File: src/rtl/eth_rx_hdr_strip_if.sv
// ----------------------------------------------------------------------------
// eth_rx_hdr_strip_if
//   Bundles the three streams around the Ethernet RX header stripper:
//     - MAC RX beat stream (val/rdy, start/end markers, frame size, padbytes)
//     - header channel towards eth_rx_noc_out (val/rdy, 112-bit header, size)
//     - payload channel towards eth_rx_noc_out (val/rdy, data, last, padbytes)
//     - runt_drop_cnt status counter
//
// Handshake rule for every channel: a transfer happens on a rising clock edge
// where both val and rdy are 1. A producer holding val=1 keeps its payload
// stable until that edge. rdy may change freely while val=0.
//
// Modports:
//   master : environment side (drives MAC beats and downstream readies)
//   slave  : the stripper itself
// ----------------------------------------------------------------------------
interface eth_rx_hdr_strip_if #(
    parameter int DATA_W = 512,
    parameter int SIZE_W = 16
);
    localparam int PAD_W = $clog2(DATA_W / 8);

    // MAC RX side
    logic              mac_eth_rx_val;
    logic [DATA_W-1:0] mac_eth_rx_data;
    logic              mac_eth_rx_startframe;
    logic [SIZE_W-1:0] mac_eth_rx_frame_size;
    logic              mac_eth_rx_endframe;
    logic [PAD_W-1:0]  mac_eth_rx_padbytes;
    logic              eth_rx_mac_rdy;

    // Header channel
    logic              eth_format_eth_rx_out_hdr_val;
    logic [111:0]      eth_format_eth_rx_out_eth_hdr;
    logic [SIZE_W-1:0] eth_format_eth_rx_out_data_size;
    logic              eth_rx_out_eth_format_hdr_rdy;

    // Payload channel
    logic              eth_format_eth_rx_out_data_val;
    logic [DATA_W-1:0] eth_format_eth_rx_out_data;
    logic              eth_format_eth_rx_out_data_last;
    logic [PAD_W-1:0]  eth_format_eth_rx_out_data_padbytes;
    logic              eth_rx_out_eth_format_data_rdy;

    // Status
    logic [31:0]       runt_drop_cnt;

    modport master (
        output mac_eth_rx_val, mac_eth_rx_data, mac_eth_rx_startframe,
               mac_eth_rx_frame_size, mac_eth_rx_endframe, mac_eth_rx_padbytes,
        input  eth_rx_mac_rdy,
        input  eth_format_eth_rx_out_hdr_val, eth_format_eth_rx_out_eth_hdr,
               eth_format_eth_rx_out_data_size,
        output eth_rx_out_eth_format_hdr_rdy,
        input  eth_format_eth_rx_out_data_val, eth_format_eth_rx_out_data,
               eth_format_eth_rx_out_data_last, eth_format_eth_rx_out_data_padbytes,
        output eth_rx_out_eth_format_data_rdy,
        input  runt_drop_cnt
    );

    modport slave (
        input  mac_eth_rx_val, mac_eth_rx_data, mac_eth_rx_startframe,
               mac_eth_rx_frame_size, mac_eth_rx_endframe, mac_eth_rx_padbytes,
        output eth_rx_mac_rdy,
        output eth_format_eth_rx_out_hdr_val, eth_format_eth_rx_out_eth_hdr,
               eth_format_eth_rx_out_data_size,
        input  eth_rx_out_eth_format_hdr_rdy,
        output eth_format_eth_rx_out_data_val, eth_format_eth_rx_out_data,
               eth_format_eth_rx_out_data_last, eth_format_eth_rx_out_data_padbytes,
        input  eth_rx_out_eth_format_data_rdy,
        output runt_drop_cnt
    );
endinterface

File: src/rtl/eth_rx_hdr_strip.sv
// ----------------------------------------------------------------------------
// eth_rx_hdr_strip
//   Ethernet RX formatter between the MAC RX stream and eth_rx_noc_out.
//   The 14-byte Ethernet header {dst, src, eth_type} is taken from the first
//   beat of a frame and offered with the payload byte count on the header
//   channel. The payload is then streamed realigned so payload byte 0 sits at
//   the MSBs of the output beat.
//
// Ports:
//   clk        clock
//   rst_n      asynchronous reset, active low
//   bus        eth_rx_hdr_strip_if.slave (MAC RX in, header out, payload out,
//              runt_drop_cnt)
//   dbg_state  current FSM state (0 IDLE, 1 HDR_OUT, 2 PAYLOAD, 3 FLUSH, 4 DROP)
//
// Build option:
//   ETH_RX_RUNT_DROP_EN  when defined, frames with 14 < frame_size < 60 are
//                        dropped and counted in runt_drop_cnt (saturating).
//                        When undefined they are forwarded and the counter is 0.
//   Frames with frame_size <= 14 are always dropped and never counted.
// ----------------------------------------------------------------------------
module eth_rx_hdr_strip #(
    parameter int DATA_W = 512,
    parameter int SIZE_W = 16
) (
    input  logic                   clk,
    input  logic                   rst_n,
    eth_rx_hdr_strip_if.slave      bus,
    output logic [2:0]             dbg_state
);
    localparam int DATA_BYTES = DATA_W / 8;
    localparam int PAD_W      = $clog2(DATA_BYTES);
    localparam int HDR_W      = 112;
    localparam int CARRY_W    = DATA_W - HDR_W;

    localparam logic [SIZE_W-1:0] HDR_BYTES    = SIZE_W'(14);
    // padbytes >= DATA_BYTES-14 on the last input beat means at most 14 valid
    // bytes, all of which fit in the current output beat behind the carry.
    localparam logic [PAD_W-1:0]  LAST_PAD_MIN = PAD_W'(DATA_BYTES - 14);

    typedef enum logic [2:0] {
        IDLE    = 3'd0,
        HDR_OUT = 3'd1,
        PAYLOAD = 3'd2,
        FLUSH   = 3'd3,
        DROP    = 3'd4
    } state_t;

    state_t               state_q, state_d;
    logic [HDR_W-1:0]     hdr_q, hdr_d;
    logic [SIZE_W-1:0]    data_size_q, data_size_d;
    logic [CARRY_W-1:0]   carry_q, carry_d;
    logic                 first_end_q, first_end_d;

    logic                 mac_rdy;
    logic                 hdr_val;
    logic                 data_val;
    logic [DATA_W-1:0]    data_out;
    logic                 data_last;
    logic [PAD_W-1:0]     data_pad;

    logic                 start_acc;
    logic                 size_le_hdr;
    logic                 size_runt;
    logic                 beat_last;
    logic [PAD_W-1:0]     pad_last;

    assign start_acc   = (state_q == IDLE) && bus.mac_eth_rx_val && bus.mac_eth_rx_startframe;
    assign size_le_hdr = bus.mac_eth_rx_frame_size <= HDR_BYTES;

`ifdef ETH_RX_RUNT_DROP_EN
    assign size_runt = !size_le_hdr && (bus.mac_eth_rx_frame_size < SIZE_W'(60));
`else
    assign size_runt = 1'b0;
`endif

    // (DATA_BYTES - size mod DATA_BYTES) mod DATA_BYTES, done in PAD_W bits.
    assign pad_last  = PAD_W'(0) - data_size_q[PAD_W-1:0];
    assign beat_last = bus.mac_eth_rx_endframe && (bus.mac_eth_rx_padbytes >= LAST_PAD_MIN);

    always_comb begin
        state_d     = state_q;
        hdr_d       = hdr_q;
        data_size_d = data_size_q;
        carry_d     = carry_q;
        first_end_d = first_end_q;
        mac_rdy     = 1'b0;
        hdr_val     = 1'b0;
        data_val    = 1'b0;
        data_out    = '0;
        data_last   = 1'b0;
        data_pad    = '0;

        case (state_q)
            IDLE: begin
                mac_rdy = 1'b1;
                if (start_acc) begin
                    if (size_le_hdr || size_runt) begin
                        state_d = bus.mac_eth_rx_endframe ? IDLE : DROP;
                    end else begin
                        hdr_d       = bus.mac_eth_rx_data[DATA_W-1 -: HDR_W];
                        data_size_d = bus.mac_eth_rx_frame_size - HDR_BYTES;
                        carry_d     = bus.mac_eth_rx_data[CARRY_W-1:0];
                        first_end_d = bus.mac_eth_rx_endframe;
                        state_d     = HDR_OUT;
                    end
                end
            end

            HDR_OUT: begin
                hdr_val = 1'b1;
                if (bus.eth_rx_out_eth_format_hdr_rdy) begin
                    state_d = first_end_q ? FLUSH : PAYLOAD;
                end
            end

            PAYLOAD: begin
                // Beats pass straight through; the stored carry supplies the
                // leading bytes and the new beat's top 14 bytes complete it.
                mac_rdy   = bus.eth_rx_out_eth_format_data_rdy;
                data_val  = bus.mac_eth_rx_val;
                data_out  = {carry_q, bus.mac_eth_rx_data[DATA_W-1 -: HDR_W]};
                data_last = beat_last;
                data_pad  = beat_last ? pad_last : '0;
                if (bus.mac_eth_rx_val && bus.eth_rx_out_eth_format_data_rdy) begin
                    carry_d = bus.mac_eth_rx_data[CARRY_W-1:0];
                    if (bus.mac_eth_rx_endframe) begin
                        state_d = beat_last ? IDLE : FLUSH;
                    end
                end
            end

            FLUSH: begin
                data_val  = 1'b1;
                data_out  = {carry_q, {HDR_W{1'b0}}};
                data_last = 1'b1;
                data_pad  = pad_last;
                if (bus.eth_rx_out_eth_format_data_rdy) begin
                    state_d = IDLE;
                end
            end

            DROP: begin
                mac_rdy = 1'b1;
                if (bus.mac_eth_rx_val && bus.mac_eth_rx_endframe) begin
                    state_d = IDLE;
                end
            end

            default: begin
                state_d = IDLE;
            end
        endcase
    end

    always_ff @(posedge clk or negedge rst_n) begin
        if (!rst_n) begin
            state_q     <= IDLE;
            hdr_q       <= '0;
            data_size_q <= '0;
            carry_q     <= '0;
            first_end_q <= 1'b0;
        end else begin
            state_q     <= state_d;
            hdr_q       <= hdr_d;
            data_size_q <= data_size_d;
            carry_q     <= carry_d;
            first_end_q <= first_end_d;
        end
    end

`ifdef ETH_RX_RUNT_DROP_EN
    logic [31:0] runt_cnt_q, runt_cnt_d;

    always_comb begin
        runt_cnt_d = runt_cnt_q;
        if (start_acc && size_runt && (runt_cnt_q != 32'hFFFF_FFFF)) begin
            runt_cnt_d = runt_cnt_q + 32'd1;
        end
    end

    always_ff @(posedge clk or negedge rst_n) begin
        if (!rst_n) begin
            runt_cnt_q <= '0;
        end else begin
            runt_cnt_q <= runt_cnt_d;
        end
    end

    assign bus.runt_drop_cnt = runt_cnt_q;
`else
    assign bus.runt_drop_cnt = 32'd0;
`endif

    assign bus.eth_rx_mac_rdy                      = mac_rdy;
    assign bus.eth_format_eth_rx_out_hdr_val       = hdr_val;
    assign bus.eth_format_eth_rx_out_eth_hdr       = hdr_q;
    assign bus.eth_format_eth_rx_out_data_size     = data_size_q;
    assign bus.eth_format_eth_rx_out_data_val      = data_val;
    assign bus.eth_format_eth_rx_out_data          = data_out;
    assign bus.eth_format_eth_rx_out_data_last     = data_last;
    assign bus.eth_format_eth_rx_out_data_padbytes = data_pad;
    assign dbg_state                               = state_q;

endmodule
File: src/flat_wrapper.sv
// flat-port wrapper written by rule: the top's interface ports become plain ports
module eth_rx_hdr_strip_flat 
#(
    parameter int DATA_W = 512,
    parameter int SIZE_W = 16
)
  (clk, rst_n, dbg_state, bus_mac_eth_rx_val, bus_mac_eth_rx_data, bus_mac_eth_rx_startframe, bus_mac_eth_rx_frame_size, bus_mac_eth_rx_endframe, bus_mac_eth_rx_padbytes, bus_eth_rx_mac_rdy, bus_eth_format_eth_rx_out_hdr_val, bus_eth_format_eth_rx_out_eth_hdr, bus_eth_format_eth_rx_out_data_size, bus_eth_rx_out_eth_format_hdr_rdy, bus_eth_format_eth_rx_out_data_val, bus_eth_format_eth_rx_out_data, bus_eth_format_eth_rx_out_data_last, bus_eth_format_eth_rx_out_data_padbytes, bus_eth_rx_out_eth_format_data_rdy, bus_runt_drop_cnt);
  eth_rx_hdr_strip_if #(.DATA_W(DATA_W), .SIZE_W(SIZE_W)) bus_i ();
  input  logic clk;
  input  logic rst_n;
  output logic [2:0] dbg_state;
  input wire logic [$bits(bus_i.mac_eth_rx_val)-1:0] bus_mac_eth_rx_val;
  input wire logic [$bits(bus_i.mac_eth_rx_data)-1:0] bus_mac_eth_rx_data;
  input wire logic [$bits(bus_i.mac_eth_rx_startframe)-1:0] bus_mac_eth_rx_startframe;
  input wire logic [$bits(bus_i.mac_eth_rx_frame_size)-1:0] bus_mac_eth_rx_frame_size;
  input wire logic [$bits(bus_i.mac_eth_rx_endframe)-1:0] bus_mac_eth_rx_endframe;
  input wire logic [$bits(bus_i.mac_eth_rx_padbytes)-1:0] bus_mac_eth_rx_padbytes;
  output wire logic [$bits(bus_i.eth_rx_mac_rdy)-1:0] bus_eth_rx_mac_rdy;
  output wire logic [$bits(bus_i.eth_format_eth_rx_out_hdr_val)-1:0] bus_eth_format_eth_rx_out_hdr_val;
  output wire logic [$bits(bus_i.eth_format_eth_rx_out_eth_hdr)-1:0] bus_eth_format_eth_rx_out_eth_hdr;
  output wire logic [$bits(bus_i.eth_format_eth_rx_out_data_size)-1:0] bus_eth_format_eth_rx_out_data_size;
  input wire logic [$bits(bus_i.eth_rx_out_eth_format_hdr_rdy)-1:0] bus_eth_rx_out_eth_format_hdr_rdy;
  output wire logic [$bits(bus_i.eth_format_eth_rx_out_data_val)-1:0] bus_eth_format_eth_rx_out_data_val;
  output wire logic [$bits(bus_i.eth_format_eth_rx_out_data)-1:0] bus_eth_format_eth_rx_out_data;
  output wire logic [$bits(bus_i.eth_format_eth_rx_out_data_last)-1:0] bus_eth_format_eth_rx_out_data_last;
  output wire logic [$bits(bus_i.eth_format_eth_rx_out_data_padbytes)-1:0] bus_eth_format_eth_rx_out_data_padbytes;
  input wire logic [$bits(bus_i.eth_rx_out_eth_format_data_rdy)-1:0] bus_eth_rx_out_eth_format_data_rdy;
  output wire logic [$bits(bus_i.runt_drop_cnt)-1:0] bus_runt_drop_cnt;
  assign bus_i.mac_eth_rx_val = bus_mac_eth_rx_val;
  assign bus_i.mac_eth_rx_data = bus_mac_eth_rx_data;
  assign bus_i.mac_eth_rx_startframe = bus_mac_eth_rx_startframe;
  assign bus_i.mac_eth_rx_frame_size = bus_mac_eth_rx_frame_size;
  assign bus_i.mac_eth_rx_endframe = bus_mac_eth_rx_endframe;
  assign bus_i.mac_eth_rx_padbytes = bus_mac_eth_rx_padbytes;
  assign bus_eth_rx_mac_rdy = bus_i.eth_rx_mac_rdy;
  assign bus_eth_format_eth_rx_out_hdr_val = bus_i.eth_format_eth_rx_out_hdr_val;
  assign bus_eth_format_eth_rx_out_eth_hdr = bus_i.eth_format_eth_rx_out_eth_hdr;
  assign bus_eth_format_eth_rx_out_data_size = bus_i.eth_format_eth_rx_out_data_size;
  assign bus_i.eth_rx_out_eth_format_hdr_rdy = bus_eth_rx_out_eth_format_hdr_rdy;
  assign bus_eth_format_eth_rx_out_data_val = bus_i.eth_format_eth_rx_out_data_val;
  assign bus_eth_format_eth_rx_out_data = bus_i.eth_format_eth_rx_out_data;
  assign bus_eth_format_eth_rx_out_data_last = bus_i.eth_format_eth_rx_out_data_last;
  assign bus_eth_format_eth_rx_out_data_padbytes = bus_i.eth_format_eth_rx_out_data_padbytes;
  assign bus_i.eth_rx_out_eth_format_data_rdy = bus_eth_rx_out_eth_format_data_rdy;
  assign bus_runt_drop_cnt = bus_i.runt_drop_cnt;
  eth_rx_hdr_strip #(.DATA_W(DATA_W), .SIZE_W(SIZE_W)) u_core (.clk(clk), .rst_n(rst_n), .bus(bus_i), .dbg_state(dbg_state));
endmodule
File: config.mk
export PLATFORM = sky130hd
export DESIGN_NAME = eth_rx_hdr_strip_flat
export DESIGN_NICKNAME = d
export VERILOG_FILES = /design/src/rtl/eth_rx_hdr_strip_if.sv /design/src/rtl/eth_rx_hdr_strip.sv /design/src/flat_wrapper.sv
export SDC_FILE = /design/constraint.sdc
export NUM_CORES = 1
export LEC_CHECK = 0
export ABC_AREA = 1
export CAP_MARGIN = 20
export CELL_PAD_IN_SITES_DETAIL_PLACEMENT = 1
export CELL_PAD_IN_SITES_GLOBAL_PLACEMENT = 2
export CORE_AREA = 10 10 470 472
export DETAILED_ROUTE_END_ITERATION = 16
export DIE_AREA = 0 0 480 482
export PLACE_DENSITY = 0.56
export SETUP_SLACK_MARGIN = 0.05
export SLEW_MARGIN = 20
export SYNTH_ARGS = -nofsm -noshare
export SYNTH_HDL_FRONTEND = slang
export SYNTH_SLANG_ARGS = --single-unit
File: constraint.sdc
create_clock -name clk -period 2.05 [get_ports clk]
set_input_delay 0.205 -clock clk [delete_from_list [all_inputs] [get_ports clk]]
set_output_delay 0.205 -clock clk [all_outputs]
set_load 0.02 [all_outputs]
* Word level (Yosys, flattened, before mapping) *
Cells that the tools add are included.

operators by class
  reduce and logical (&&, ||, !) cells = 11
  divide/modulo/power cells = 0
  $mul = 0
  bitwise operators = 1
  shift operators = 0
  muxes and demuxes = 22
  add/sub/neg operators = 2
  magnitude comparators = 2
  eq/ne operators = 11

operator list
  cell                                                   count
  2-to-1 mux 400 bit                                     3
  one-hot mux 512 bit (2 select lines)                   1
  one-hot mux 400 bit (2 select lines)                   1
  2-to-1 mux 3 bit                                       8
  <= comparator 16 x 4 -> 1 bit, second input constant   1
  subtractor 16 x 4 -> 16 bit, second input constant     1
  one-hot mux 3 bit (5 select lines)                     1
  one-hot mux 6 bit (2 select lines)                     1
  inequality test 2 bit, second input constant           4
  == test 3 x 2 -> 1 bit, second input constant          2
  >= comparator 6 bit, second input constant             1
  2-to-1 mux 6 bit                                       1
  inequality test 2 x 1 -> 1 bit, second input constant  3
  one-hot mux 1 bit (2 select lines)                     3
  AND reduction 6 bit                                    1
  subtractor 1 x 6 -> 6 bit, first input constant        1
  logical AND 1 bit                                      5
  AND reduction 4 bit                                    1
  == test 3 x 1 -> 1 bit, second input constant          1
  == test 3 bit, second input constant                   1
  zero test 3 bit                                        1
  AND reduction 3 bit                                    1
  2-to-1 mux 1 bit                                       2
  2-to-1 mux 2 bit                                       1
  other kinds (3)                                        3

storage, ports and cells
  input port bits = 541
  memories = 0
  bits in read-only memories = 0
  RAM bits = 0
  bits in registers = 532
  word-level logic and storage cells = 54
  bits in latches = 0
  output and inout bits = 685

* Depth between registers and ports, before layout *
Gate-level depths: netlist of the first run.

  depth after elaboration = 6
  mapped depth = 11
  mapped depth without buffers = 9

* Least setup slack after synthesis of the first run *
No wires, ideal clock.

  path type = reg2out
  start point = register u_core.state_q[2] (netlist: u_core.dbg_state[2])
  end point = output port bus_eth_format_eth_rx_out_data_padbytes[3]
  arrival = 2.105 ns
  data required time = 1.845 ns
  buffers on the path = 0
  setup slack = -0.260 ns
  stages on the path, launching flop included = 6
  cell sequence = dfrtp_1 inv_2 nand3_2 o21ai_0 inv_1 nor3b_1

between the ends
  word-level cells in the longest chain between the ends = 2
  elaborated cells between the ends (all ways) = 3

RTL lines
  what                                  line                     RTL
  from (decl)                           eth_rx_hdr_strip.sv:49   state_t state_q, state_d;
  from (signal assigned)                eth_rx_hdr_strip.sv:164  state_q <= state_d;
  == test 3 x 2 -> 1 bit                eth_rx_hdr_strip.sv:94   case (state_q)
  one-hot mux 6 bit (2 select lines) *  eth_rx_hdr_strip.sv:94
  to (decl)                             flat_wrapper.sv:26       output wire logic [$bits(bus_i.eth_format_eth_rx_out_data_padbytes)-1:0] bus_eth_format_eth_rx_out_data_padbyt ...

Mark *: on every way between the ends. The rest lies on a longest branch, timed or not.

* Worst setup path in the final report of the first run *
  start point = register u_core.state_q[2] (netlist: u_core.dbg_state[2])
  end point = output port bus_eth_format_eth_rx_out_data[56]

between the ends
  word-level cells in the longest chain between the ends = 2
  elaborated cells between the ends (all ways) = 3

RTL lines
  what                                    line                    RTL
  == test 3 x 2 -> 1 bit                  eth_rx_hdr_strip.sv:94
  one-hot mux 512 bit (2 select lines) *  eth_rx_hdr_strip.sv:94
  to (decl)                               flat_wrapper.sv:24      output wire logic [$bits(bus_i.eth_format_eth_rx_out_data)-1:0] bus_eth_format_eth_rx_out_data;

Marks and branches as above.

==> impl_metrics.py, run 1 <==
metrics = {
    "timing": {
        "final-hold-violation-count": 0,
        "hold_slack_ps": 97.4,
        "setup_viol": 882,
        "min_period_ps": 2720,
        "finalClockSkew_ps": 18.1,
        "drv_slew": 0,
        "fin_tns_setup_ps": -248410,
        "fmax_ghz": 0.368,
        "fin_crit_sh": 1.33,
        "setup_slack_ps": -669,
        "grt_setup_unrepaired": "true",
    },
    "critical_path": {
        "critPathMaxStageDelay_ps": 670,
        "cp_cell_sequence": "inv_2 > nand3_4 > buf_8 > buf_12 > buf_4 > nor2_1 > clkdlybuf4s50_1",
        "slowest_stage": "clkdlybuf4s50_1",
        "path_max_fanout": 6,
        "cp_num_buf_inv": 5,
        "r2r_slack_ps": -190,
        "critical_path_class": "flop to primary output",
        "worstSetupStartpointType": "flop",
        "arrival_ps": 2510,
        "end_kind": "primary output",
        "cp_top_family": "buffers and inverters",
        "critPathRequiredTime_ps": 1850,
    },
    "yosys": {
        "synthCells": 3418,
        "ys_warn_count": 0,
        "netlist_area_sq_mm": 0.0256,
        "synth-main-ff-cell": "dfrtp_1",
        "avgSynthCellArea_sq_um": 7.50,
        "synth_top_area_share": 0.519,
        "ys_top_cells_by_area": "dfrtp_1 (52%), nand2_1 (14%), nand3_1 (8.0%)",
        "async_flop_share": 1.00,
        "yosysMostFrequentCell": "nand2_1",
        "synth_edf_count": 0,
        "synth_commonest_cells": "nand2_1 (979), nor2_1 (541), inv_1 (537)",
        "ys_seq_area_frac": 0.519,
        "ys_ff_latch": 532,
        "synth_top_area_cell": "dfrtp_1",
        "synth_cell_types": 29,
    },
    "hold_path": {
        "hp-class": "input pin to flop",
    },
    "clocking": {
        "clk-insertion-delay-late_ps": 700,
        "cts_made_buffers": 78,
        "clk_pin_slew_ps": 50,
        "cts_tree": "done",
        "htree_levels": 3,
        "clock-root-buffer": "clkbuf_16",
        "clock_path_buffers": 3,
        "cts.sinks": 532,
    },
    "cells_and_area": {
        "area_delta_synth_final_pct": 85.9,
        "drive_above_1_share": 0.122,
        "fin_util": 0.226,
        "nets": 5524,
    },
    "pwr": {
        "p_per_area_mw_per_mm2": 1510,
        "cellLeakagePower_nw": 25.0,
        "vdd_drop_max_mv": 0.664,
    },
    "placed_design": {
        "hpwl_um": 135000,
        "portBuffers": 1192,
        "place_congestion": 0.835,
    },
    "global_routing": {
        "antenna_found_initial": 34,
        "grt_max_degree": 75,
        "grt_pass1_wl_um": 235000,
        "track_usage": 0.140,
        "gr-total-overflow": 0,
        "grt_pass1_vias": 30845,
    },
    "drt": {
        "drt_wl_total_um": 168000,
        "viasPerCell": 3.52,
        "drtAntennaViolNets": 0,
        "vias": 27726,
        "wl_per_cell_um": 21.3,
        "drt_iter0_drc": 1180,
        "firstDrtPassIters": 5,
        "drc_errors": 0,
    },
    "die": {
        "dieArea_sq_mm": 0.231,
        "die_w_um": 480,
        "die_y_um": 482,
        "rows": 169,
        "ioPinCount": 1226,
        "start_util": 0.121,
        "coreArea_sq_mm": 0.211,
    },
    "outcome": {
        "status": "finished, violations left",
        "violations": "setup timing",
    },
    "run": {
        "drv_cap": 0,
    },
}
==> cells by family (layout without fill, tap and decap cells) <==
| family | count (synthesis) | count (layout) | synth area share |
|---|---|---|---|
| other | 1 | 51 | 0.000146 |
| AOI/OAI and AO/OA | 134 | 134 | 0.0262 |
| DFF | 532 | 532 | 0.519 |
| adders and majority gates | 2 | 2 | 0.000976 |
| buffers and inverters | 790 | 2381 | 0.141 |
| xor gates and xnor gates | 10 | 10 | 0.00342 |
| and+or+nand+nor | 1949 | 1949 | 0.309 |
==> repair_timing <==
action	CTS	global route
buffers inserted	4	2
hold buffers	233	0
endpoints found under the hold margin	546	0
pin swaps	3	1
gates cloned	1	0
resized for setup	345	235
endpoints found under the setup margin	896	977
==> layer usage <==
| metal | GRT usage | wire (um) | vias up |
|---|---|---|---|
| li1 | - | - | 13278 |
| met1 | 0.153 | 64600 | 13310 |
| met2 | 0.243 | 82500 | 916 |
| met3 | 0.0546 | 14900 | 208 |
| met4 | 0.0543 | 6100 | 14 |
| met5 | 0 | 96 | - |
==> state kept, by name, indices dropped and copies added, names as in the netlist <==
name,flops
u_core.first_end_q,1
u_core.dbg_state,3
u_core.bus.eth_format_eth_rx_out_eth_hdr,112
u_core.bus.eth_format_eth_rx_out_data_size,16
u_core.carry_q,400
==> area by class of cell <==
cell class                 instances  area, sq um
antenna                           19         47.5
clock buffer                     114         2240
clock inverter                    25          313
fill                           25086       164000
inverter                         542         2060
multi-input combinational       2127         8940
sequential                       532        13300
tap                             2821         3530
timing repair buffer            1700        17200
==> tightest hold or removal path: cells and delay by family <==
kind	cells	cell delay (ps)
buffers and inverters	1	400
and+or+nand+nor	2	120
==> report_power, final <==
| part | switching [W] | leakage, nW | internal, W |
|---|---|---|---|
| logic | 0.0237 | 17.2 | 0.0155 |
| registers | 0.00303 | 6.54 | 0.0158 |
| clock network | 0.00565 | 1.25 | 0.00831 |
==> final timing paths <==
path | start | to | cells after the start
min reg2reg | u_core.carry_q[72]$_DFFE_PN0P_ | u_core.carry_q[72]$_DFFE_PN0P_ | 2
min in group asynchronous | rst_n | u_core.carry_q[213]$_DFFE_PN0P_ | 3
max in group asynchronous | rst_n | u_core.carry_q[148]$_DFFE_PN0P_ | 4
max reg2reg | u_core.dbg_state[1]$_DFFE_PN0P_ | u_core.carry_q[12]$_DFFE_PN0P_ | 12
min | bus_mac_eth_rx_data[114] | u_core.carry_q[114]$_DFFE_PN0P_ | 3
max | u_core.dbg_state[2]$_DFFE_PN0P_ | bus_eth_format_eth_rx_out_data[56] | 7
==> stage by stage <==
stage                     std cells  power [W]  cell area [sq um]  setup WS [ps]
after floorplan                3449     0.0385              25700          -36.0
after global placement         7482     0.0590              42500           -844
after detailed placement       7482     0.0593              42500           -833
after CTS                      7859     0.0741              47400           -863
after global routing           7876     0.0780              47600           -847
final                          7880     0.0721              47700           -669
==> cells in the final DEF (no fill, tap or decap), drive strengths merged, types with 32 or more instances in the layout <==
cell           netlist  final
conb                 1     32
dlygate4sd3          0    232
buf                163    429
dfrtp              532    532
nand3              414    414
dlymetal6s2s         0     94
inv                541    544
nor2               545    545
o21ai              133    133
clkbuf              85    123
nand2              981    981
clkdlybuf4s50        0    780
dlygate4sd2          0    132
No activity file was read; power rests on OpenSTA's default activity.
==> run 2: changes to the inputs <==
ABC_AREA = default   (was 1)
CAP_MARGIN = default   (was 20)
CORE_AREA = 10 10 472 474   (was 10 10 470 472)
DIE_AREA = 0 0 482 484   (was 0 0 480 482)
HOLD_SLACK_MARGIN = 0.12   (was default)
PLACE_DENSITY = 0.5   (was 0.56)
==> run 2 against run 1 <==
The flow still finishes with violations (setup timing). Sequential share of layout area is 1.6 points lower. First-iteration DRC count shrank 36%. Cell count fell by 17%. Core utilization increased by 1.1 points. Flip-flop and latch count unchanged. Power increased by 8.6%. Sequential power increased by 3%. Area after synthesis is 0.12% lower. Critical endpoint is now bus_eth_format_eth_rx_out_data[216]. Largest power group unchanged.
==> impl_metrics.py, run 2 <==
metrics = {
    "critical_path": {
        "critPathMaxStageDelay_ps": 430,
        "cp_top_family": "buffers and inverters",
        "worstSetupStartpointType": "flop",
        "arrival_ps": 2300,
        "reg2reg_from": "u_core.dbg_state[1]$_DFFE_PN0P_",
        "path_max_fanout": 8,
        "cp_num_buf_inv": 7,
        "cp_cell_sequence": "inv_2 > nor2_4 > buf_12 > buf_16 > buf_12 > buf_16 > buf_4 > and2_4 > buf_6",
        "critical_path_class": "flop to primary output",
        "critPathRequiredTime_ps": 1850,
        "end_kind": "primary output",
        "crit_path_start": "u_core.dbg_state[1]$_DFFE_PN0P_",
        "slowest_stage": "dfrtp_2",
    },
    "pwr": {
        "cellLeakagePower_nw": 21.8,
        "p_per_area_mw_per_mm2": 1550,
        "switching_share": 0.381,
        "comb_power_share": 0.574,
        "p_int_w": 0.0484,
        "vdd_drop_max_mv": 0.582,
        "seqPwrFrac": 0.247,
        "finalPower_w": 0.0783,
        "clockPowerShare": 0.179,
        "power_switching_w": 0.0299,
    },
    "clocking": {
        "cts_made_buffers": 77,
        "clk_pin_slew_ps": 50,
        "cts.sinks": 532,
        "clock-root-buffer": "clkbuf_16",
        "cts_tree": "done",
        "htree_levels": 3,
        "clock_path_buffers": 3,
        "clk-insertion-delay-late_ps": 690,
    },
    "cells_and_area": {
        "largest-register": "u_core.carry_q",
        "final_area_sq_mm": 0.0506,
        "area_delta_synth_final_pct": 97.5,
        "final_cell_mix": "clkdlybuf4s50_1 (664), dfrtp_1 (528), and2_1 (440), mux2_4 (400), dlygate4sd3_1 (383)",
        "drive_above_1_share": 0.383,
        "layout_commonest_cell": "clkdlybuf4s50_1",
        "largest_register_ffs": 400,
        "final_cells": 6507,
        "nets": 4127,
    },
    "yosys": {
        "ys_top_cells_by_area": "dfrtp_1 (52%), mux2_4 (23%), and2_1 (13%)",
        "synth_top_area_share": 0.520,
        "ys_seq_area_frac": 0.520,
        "synth_cell_types": 38,
        "synth_top_area_cell": "dfrtp_1",
        "ys_warn_count": 0,
        "synth-main-ff-cell": "dfrtp_1",
        "synth_commonest_cells": "dfrtp_1 (532), and2_1 (515), mux2_4 (400)",
        "ys_ff_latch": 532,
        "async_flop_share": 1.00,
        "yosysMostFrequentCell": "dfrtp_1",
        "synthCells": 1834,
        "synth_edf_count": 0,
        "avgSynthCellArea_sq_um": 14.0,
        "netlist_area_sq_mm": 0.0256,
    },
    "drt": {
        "drc_errors": 0,
        "viasPerCell": 3.29,
        "wl_per_cell_um": 25.5,
        "drt_wl_total_um": 166000,
        "drt_iter0_drc": 761,
        "drtAntennaViolNets": 0,
        "firstDrtPassIters": 4,
        "vias": 21437,
    },
    "die": {
        "die_w_um": 482,
        "start_util": 0.120,
        "ioPinCount": 1226,
        "coreArea_sq_mm": 0.214,
        "dieArea_sq_mm": 0.233,
        "rows": 170,
        "die_y_um": 484,
    },
    "outcome": {
        "violations": "setup timing",
        "status": "finished, violations left",
    },
    "global_routing": {
        "grt_pass1_vias": 23960,
        "use_met1": 0.160,
        "grt_pass1_wl_um": 219000,
        "met3_usage": 0.0574,
        "gr-total-overflow": 0,
        "busiest_layer": "met2",
        "grt_max_degree": 68,
        "antenna_found_initial": 103,
        "grt_util_met2": 0.223,
        "track_usage": 0.134,
    },
    "placed_design": {
        "portBuffers": 1192,
        "place_congestion": 0.778,
        "placed_area_sq_mm": 0.0429,
        "place_inst": 5912,
        "hpwl_um": 136000,
    },
    "hold_path": {
        "worstHoldStart": "bus_mac_eth_rx_data[337]",
        "hp-class": "input pin to flop",
    },
    "timing": {
        "min_period_ps": 2510,
        "hold_slack_ps": 208,
        "fin_crit_sh": 1.22,
        "finalClockSkew_ps": 26.9,
        "setup_slack_ps": -458,
        "drv_slew": 0,
        "setup_viol": 1032,
        "fmax_ghz": 0.399,
        "final-hold-violation-count": 0,
        "grt_setup_unrepaired": "true",
    },
    "run": {
        "drv_cap": 0,
    },
}
==> run 2: cell count changes after synthesis, moves of 400 or more <==
cell and change:
nand2_1 -956, inv_1 -532, nor2_1 -525, and2_1 +514, nand3_1 -408, mux2_4 +400
==> run 2: what timing repair did <==
action	CTS	global route
gates cloned	6	16
pin swaps	11	15
setup buffers	12	14
hold buffers	384	0
endpoints found under the setup margin	1030	1078
hold endpoints to repair	911	0
gates resized for setup	752	268
==> run 2: path summary, 6_finish.rpt <==
check	endpoint	slack (ps)	cells after the start
setup / recovery	bus_eth_format_eth_rx_out_data[216]	-460	9
hold / removal	u_core.carry_q[337]$_DFFE_PN0P_	210	2
setup reg to reg	u_core.carry_q[127]$_DFFE_PN0P_	-380	9
hold reg to reg	u_core.bus.eth_format_eth_rx_out_data_size[6]$_DFFE_PN0P_	480	2
max in group asynchronous	u_core.carry_q[225]$_DFFE_PN0P_	1180	4
min in group asynchronous	u_core.carry_q[361]$_DFFE_PN0P_	230	3
==> run 2: logic make-up after synthesis <==
kind of cell             count (synthesis)  share of synthesized area
flip-flops                             532                      0.520
AO/OA/AOI/OAI                           30                    0.00733
buffers and inverters                  155                     0.0420
other                                    1                   0.000146
multiplexers                           515                      0.285
XOR/XNOR                                17                    0.00582
AND/OR/NAND/NOR                        582                      0.139
adder cells (fa/ha/maj)                  2                   0.000977
==> run 2: cell type report <==
type	instances	area [sq um]
timing repair buffer	1790	19400
antenna	27	67.6
inverter	5	18.8
sequential	532	13300
fill	23686	163000
clock inverter	21	300
tap	2838	3550
clock buffer	116	2300
multi-input combinational	1178	11600
==> run 2: routing by layer <==
metal	vias to the layer above	share of wire
met5	-	0.0025
met3	235	0.10
met1	10607	0.41
li1	9606	-
met4	66	0.020
met2	923	0.47
==> run 2: through the flow <==
step                setup slack (ps)  TNS (ps)  utilization
floorplan                      -1.33      -269            -
global placement                -873   -459320        0.201
detailed placement              -897   -453090        0.201
CTS                             -625   -461060        0.233
global route                    -599   -412650        0.237
finish                          -458   -295300        0.237
==> run 2: power groups by stage <==
stage               Clock, W  Combinational [W]  Sequential (W)
global route          0.0151             0.0476          0.0200
detailed placement         0             0.0434          0.0193
floorplan                  0             0.0196          0.0195
finish                0.0140             0.0450          0.0193
global placement           0             0.0432          0.0194
CTS                   0.0147             0.0447          0.0194
